$ cat src/rtl/match_pkg.sv
// Shared encodings for the match scoreboard: result codes, winner codes and FSM states.
package match_pkg;

    localparam logic [1:0] RES_NONE = 2'b00;
    localparam logic [1:0] RES_WIN  = 2'b01;
    localparam logic [1:0] RES_LOSE = 2'b10;
    localparam logic [1:0] RES_DRAW = 2'b11;

    localparam logic [1:0] WIN_TIE  = 2'b00;
    localparam logic [1:0] WIN_O    = 2'b01;
    localparam logic [1:0] WIN_P    = 2'b10;

    typedef enum logic [1:0] {
        IDLE = 2'b00,
        PLAY = 2'b01,
        DONE = 2'b10
    } state_t;

endpackage : match_pkg

$ cat src/rtl/match_finish_check.sv
// Combinational finish rule and winner compare on the next (round, win, lose) values.
// Optional feature: define MATCH_SUDDEN_DEATH_EN to extend tied matches past MAX_ROUNDS.
module match_finish_check
    import match_pkg::*;
#(
    parameter int MAX_ROUNDS = 9,
    parameter int CNT_W      = 4
) (
    input  logic [CNT_W-1:0] round,
    input  logic [CNT_W-1:0] win,
    input  logic [CNT_W-1:0] lose,
    output logic             finish,
    output logic [1:0]       winner
);

    localparam logic [CNT_W:0] MAX_X  = MAX_ROUNDS[CNT_W:0];
    localparam logic [CNT_W:0] HARD_X = {1'b0, {CNT_W{1'b1}}};

    logic [CNT_W:0] r;
    logic [CNT_W:0] w;
    logic [CNT_W:0] l;
    logic [CNT_W:0] rem;
    logic           early;
    logic           last;

    // NOTE: every output of a combinational block gets a value on every path, so no latch is inferred.
    always_comb begin
        r     = {1'b0, round};
        w     = {1'b0, win};
        l     = {1'b0, lose};
        // Rounds past MAX_ROUNDS (sudden death only) leave nothing in hand.
        rem   = (r < MAX_X) ? (MAX_X - r) : '0;
        early = (w > (l + rem)) || (l > (w + rem));
`ifdef MATCH_SUDDEN_DEATH_EN
        last  = (r >= MAX_X) && ((w != l) || (r == HARD_X));
`else
        last  = (r == MAX_X);
`endif
        finish = early || last;

        if (w > l) begin
            winner = WIN_P;
        end else if (l > w) begin
            winner = WIN_O;
        end else begin
            winner = WIN_TIE;
        end
    end

endmodule : match_finish_check

$ cat src/rtl/match_scoreboard.sv
// Best-of-N match score keeper: result handshake, round/win/lose counters, match FSM.
// Optional feature: MATCH_SUDDEN_DEATH_EN (see match_finish_check).
module match_scoreboard
    import match_pkg::*;
#(
    parameter int MAX_ROUNDS = 9,
    parameter int CNT_W      = 4
) (
    input  logic             clk,
    input  logic             rst_n,
    input  logic             start,
    input  logic             res_valid,
    output logic             res_ready,
    input  logic [1:0]       res_code,
    output logic [CNT_W-1:0] round,
    output logic [CNT_W-1:0] win,
    output logic [CNT_W-1:0] lose,
    output logic             fin,
    output logic             fin_pulse,
    output logic [1:0]       winner
);

    localparam logic [CNT_W-1:0] ONE = {{(CNT_W-1){1'b0}}, 1'b1};

    state_t           state;
    state_t           state_nx;
    logic             xfer;
    logic             counted;
    logic             finish;
    logic             enter_done;
    logic [CNT_W-1:0] round_nx;
    logic [CNT_W-1:0] win_nx;
    logic [CNT_W-1:0] lose_nx;
    logic [1:0]       winner_nx;

    // start wins over a same-cycle result, so the result is simply not accepted.
    assign res_ready  = (state == PLAY) && !start;
    assign xfer       = res_valid && res_ready;
    assign enter_done = xfer && counted && finish;

    always_comb begin
        round_nx = round;
        win_nx   = win;
        lose_nx  = lose;
        counted  = 1'b0;
        case (res_code)
            RES_WIN: begin
                win_nx   = win + ONE;
                round_nx = round + ONE;
                counted  = 1'b1;
            end
            RES_LOSE: begin
                lose_nx  = lose + ONE;
                round_nx = round + ONE;
                counted  = 1'b1;
            end
            RES_DRAW: begin
                round_nx = round + ONE;
                counted  = 1'b1;
            end
            default: ;
        endcase
    end

    match_finish_check #(
        .MAX_ROUNDS (MAX_ROUNDS),
        .CNT_W      (CNT_W)
    ) u_finish (
        .round  (round_nx),
        .win    (win_nx),
        .lose   (lose_nx),
        .finish (finish),
        .winner (winner_nx)
    );

    // NOTE: sequential state is assigned with <= so every register samples pre-edge values.
    always_ff @(posedge clk or negedge rst_n) begin
        if (!rst_n) begin
            state <= IDLE;
        end else begin
            state <= state_nx;
        end
    end

    always_comb begin
        state_nx = state;
        case (state)
            IDLE: if (start) state_nx = PLAY;
            PLAY: begin
                if (start) begin
                    state_nx = PLAY;
                end else if (enter_done) begin
                    state_nx = DONE;
                end
            end
            DONE: if (start) state_nx = PLAY;
            default: state_nx = IDLE;
        endcase
    end

    always_ff @(posedge clk or negedge rst_n) begin
        if (!rst_n) begin
            round     <= '0;
            win       <= '0;
            lose      <= '0;
            fin       <= 1'b0;
            fin_pulse <= 1'b0;
            winner    <= WIN_TIE;
        end else if (start) begin
            round     <= '0;
            win       <= '0;
            lose      <= '0;
            fin       <= 1'b0;
            fin_pulse <= 1'b0;
            winner    <= WIN_TIE;
        end else begin
            fin_pulse <= enter_done;
            if (xfer) begin
                round <= round_nx;
                win   <= win_nx;
                lose  <= lose_nx;
            end
            if (enter_done) begin
                fin    <= 1'b1;
                winner <= winner_nx;
            end
        end
    end

endmodule : match_scoreboard
$ cat config.mk
export PLATFORM = sky130hd
export DESIGN_NAME = match_scoreboard
export DESIGN_NICKNAME = d
export VERILOG_FILES = /design/src/rtl/match_pkg.sv /design/src/rtl/match_finish_check.sv /design/src/rtl/match_scoreboard.sv
export SDC_FILE = /design/constraint.sdc
export NUM_CORES = 1
export LEC_CHECK = 0
export ABC_AREA = 0
export BUFFER_PORTS_ARGS = -buffer_cell sky130_fd_sc_hd__buf_4
export CAP_MARGIN = 20
export CORE_ASPECT_RATIO = 0.7
export CORE_MARGIN = 2
export CORE_UTILIZATION = 35
export DETAILED_ROUTE_END_ITERATION = 6
export GPL_ROUTABILITY_DRIVEN = 0
export PLACE_DENSITY_LB_ADDON = 0.08
export SYNTH_ARGS = -nofsm -noshare
export SYNTH_HDL_FRONTEND = slang
export SYNTH_SLANG_ARGS = --single-unit
$ cat constraint.sdc
create_clock -name clk -period 4.55 [get_ports clk]
set_input_delay 0.91 -clock clk [delete_from_list [all_inputs] [get_ports clk]]
set_output_delay 0.91 -clock clk [all_outputs]
set_load 0.005 [all_outputs]
==> run metrics <==
most common library cells after synthesis=sky130_fd_sc_hd__ha_1, sky130_fd_sc_hd__nor2_1, sky130_fd_sc_hd__dfrtp_1, sky130_fd_sc_hd__a21oi_1; run status=completed; Yosys top cell area share=0.254; number of global-route vias before repair=1604; total wire length after detailed routing=approximately 5000 µm; Synth area leaders=sky130_fd_sc_hd__dfrtp_1, sky130_fd_sc_hd__ha_1, sky130_fd_sc_hd__xor2_1; startpoint kind of the worst setup timing path=input pin; Avg Cell Area, Syn=between 9 and 10 µm²; clock latency reported for the late side of the worst-skew pair=0.26 ns; Starting Density=0.367; biggest area consumer among synthesized cells=sky130_fd_sc_hd__dfrtp_1; Max-Cap Viols=0; H-Tree Level Count=1; number of violations reported at the end of detailed-routing iteration 0=146; final worst-path cycle share=0.979; total half-perimeter wirelength after legalization and detailed placement=3980 µm; antenna viol nets, final=0; count of yosys warnings during synthesis=0; critical path capture point type=register; initial antenna violation count=0; combinational cell fraction of total power=0.675; Core Box Area=about 0.0048 mm²; total congestion overflow after global routing=0; max-slew headroom at the worst pin=0.722; Final Setup Violations=0; per-cell via count in the routed design=5.13; data required time of the critical path=around 4.7 ns; Synth Net Count=227; Pins Over Slew Limit=0; Fmax achieved=around 220 MHz; Antenna Diode Count=0; most used flip-flop cell after synthesis=sky130_fd_sc_hd__dfrtp_1; Clk network pwr share=0.124; vertical die dimension=about 64 µm; number of hold violations in the final report=0; Final Cell Area=0.00238 mm²; number of placement rows=21; layout overhead on the synthesized area=34.0%; dominant cell by count in the synthesized netlist=sky130_fd_sc_hd__ha_1; overall routing resource usage=0.180; cts-stage hold buffer count=0; Clk Tree Root Cell=sky130_fd_sc_hd__clkbuf_8; DP Area=between 0.002 and 0.0025 mm²; sw power=roughly 0.45 mW; Die Area=0.00567 mm²; count of distinct cell types in the synthesized netlist=46; wire length of the first global-routing pass=between 7000 and 8000 µm; largest net degree at the start of global routing=23; number of enable-type register cells in the synthesized netlist=0; worst hold slack after final layout=slightly above 0.5 ns; worst-path maximum fanout=4; arrival time at the worst endpoint=4.60 ns; actual slew at the worst max-slew pin=a little over 0.4 ns; Routed WL per cell=15.8 µm; internal reg-to-reg setup slack=~0.31 ns; power density of the placed cells=around 450 mW/mm²; buffer levels on the longest clock path=2; Max IR drop VDD=150 µV; sequential power share=0.201; FFs w/ async S/R, synth=1.00; class of the most critical hold timing path=in2async; I/O pins=23; number of vias after detailed routing=~1600; skew final=roughly 0.0028 ns; leak pwr=1.09 nW; post-synthesis cell area=0.00178 mm²; #FFs+latches synth=18; count of input and output buffers=22; register clock-pin slew on the reported worst setup and hold paths=0.07 ns; fin crit period=4.45 ns; number of DRC violations after detailed routing=0; total number of clock tree sinks=18; number of clock buffers inserted by TritonCTS=3; post-synthesis sequential area ratio=0.254; CTS tree=built; share of post-route cells with drive strength above 1=0.341; crit path kind=in2reg; Die W=89.1 µm; final net count=278; Int Power=0.627 mW; net switching share of the total power=0.415; synthesized instance count=196; detailed-router iteration count before antenna repair=4
cell usage in the layout, fill, tap and decap left out, drive strengths merged, types with 2 or more instances in the layout:
| cell type | netlist | layout |
|---|---|---|
| nor3 | 3 | 3 |
| nand2b | 6 | 6 |
| a211o | 2 | 2 |
| and4 | 2 | 2 |
| o211ai | 2 | 2 |
| ha | 25 | 25 |
| and2 | 3 | 3 |
| nor2 | 25 | 25 |
| xor2 | 11 | 11 |
| nand4 | 3 | 3 |
| a2111oi | 2 | 2 |
| xnor2 | 11 | 11 |
| nor2b | 5 | 5 |
| inv | 11 | 11 |
| a21oi | 13 | 13 |
| o21ai | 8 | 8 |
| nand2 | 8 | 8 |
| maj3 | 2 | 2 |
| or3 | 5 | 5 |
| and3 | 2 | 2 |
| mux2i | 3 | 3 |
| nand3 | 5 | 5 |
| clkbuf | 2 | 4 |
| o21a | 2 | 2 |
| dfrtp | 18 | 18 |
| buf | 2 | 50 |
| a211oi | 3 | 3 |
| o311ai | 2 | 2 |
per-stage QoR:
stage	TNS (ns)	setup WS, ns	power (mW)	utilization	cells
after floorplan	0	0.0119	0.617	-	196
after global placement	-0.298	-0.109	0.823	0.463	307
after CTS	0	0.0527	0.992	0.474	311
after global routing	-0.0984	-0.0431	1.16	0.492	315
final	0	0.0969	1.07	0.492	315
after detailed placement	-1.24	-0.284	0.849	0.463	307
worst max-delay path, cell delays in order:
cell	delay (ns)
sky130_fd_sc_hd__buf_4	0.14
sky130_fd_sc_hd__nor2_4	0.15
sky130_fd_sc_hd__mux2i_4	0.26
sky130_fd_sc_hd__ha_2	0.22
sky130_fd_sc_hd__ha_4	0.15
sky130_fd_sc_hd__and3_4	0.22
sky130_fd_sc_hd__nor2_1	0.05
sky130_fd_sc_hd__and2_2	0.23
sky130_fd_sc_hd__ha_4	0.30
sky130_fd_sc_hd__a21oi_2	0.06
sky130_fd_sc_hd__xor2_1	0.15
sky130_fd_sc_hd__ha_1	0.32
sky130_fd_sc_hd__buf_4	0.13
sky130_fd_sc_hd__o211ai_1	0.15
sky130_fd_sc_hd__a211o_1	0.33
sky130_fd_sc_hd__o221a_2	0.24
sky130_fd_sc_hd__o311ai_2	0.08
sky130_fd_sc_hd__nand3_2	0.19
sky130_fd_sc_hd__mux2_4	0.33
logic make-up (layout without fill, tap and decap cells):
family | Yosys count | after routing | share of synthesized area
simple gates | 72 | 72 | 0.218
compound gates | 38 | 38 | 0.168
fa+ha+maj | 27 | 27 | 0.187
xor+xnor | 22 | 22 | 0.113
flops | 18 | 18 | 0.254
buf+inv | 15 | 65 | 0.0324
mux | 4 | 4 | 0.0275
path summary, 6_finish.rpt:
path                                      start                    end  cells past startpoint
hold reg to reg                 fin$_DFFE_PN0P_        fin$_DFFE_PN0P_                      2
max in group asynchronous                 rst_n     win[0]$_DFFE_PN0P_                      1
setup / recovery                    res_code[1]  winner[1]$_DFFE_PN0P_                     19
setup reg to reg           round[0]$_DFFE_PN0P_  winner[1]$_DFFE_PN0P_                     20
min in group clk                fin$_DFFE_PN0P_        fin$_DFFE_PN0P_                      2
hold / removal                            rst_n   round[2]$_DFFE_PN0P_                      1
registers in the layout (all words and copies together) (netlist names):
name / count
fin: 1
fin_pulse: 1
lose: 4
round: 4
state: 2
win: 4
winner: 2
per-layer routing:
metal	track usage	part of all wire
met1	0.266	0.50
met2	0.273	0.46
met3	0.0315	0.031
met4	0.0336	0.0034
met5	0	0
power by group through the flow:
| stage | registers [mW] | clock network (mW) | logic, mW |
|---|---|---|---|
| floorplan | 0.220 | 0 | 0.397 |
| global placement | 0.216 | 0 | 0.607 |
| detailed placement | 0.218 | 0 | 0.631 |
| CTS | 0.216 | 0.139 | 0.637 |
| global route | 0.221 | 0.147 | 0.792 |
| finish | 0.216 | 0.133 | 0.724 |
area by class of cell:
cell class,count,area (µm²)
Tap cell,69,86.3
Sequential cell,18,450
Multi-Input combinational cell,163,1370
Clock buffer,4,55.1
Timing Repair Buffer,50,379
Fill cell,507,2450
Inverter,11,41.3
repair_timing:
item | 4_1_cts | 5_1_grt
setup buffers | 0 | 4
gates resized for setup | 1 | 14
setup endpoints to repair | 1 | 5
pin swaps | 0 | 12
Note: power is estimated with default switching activity, not from simulation.
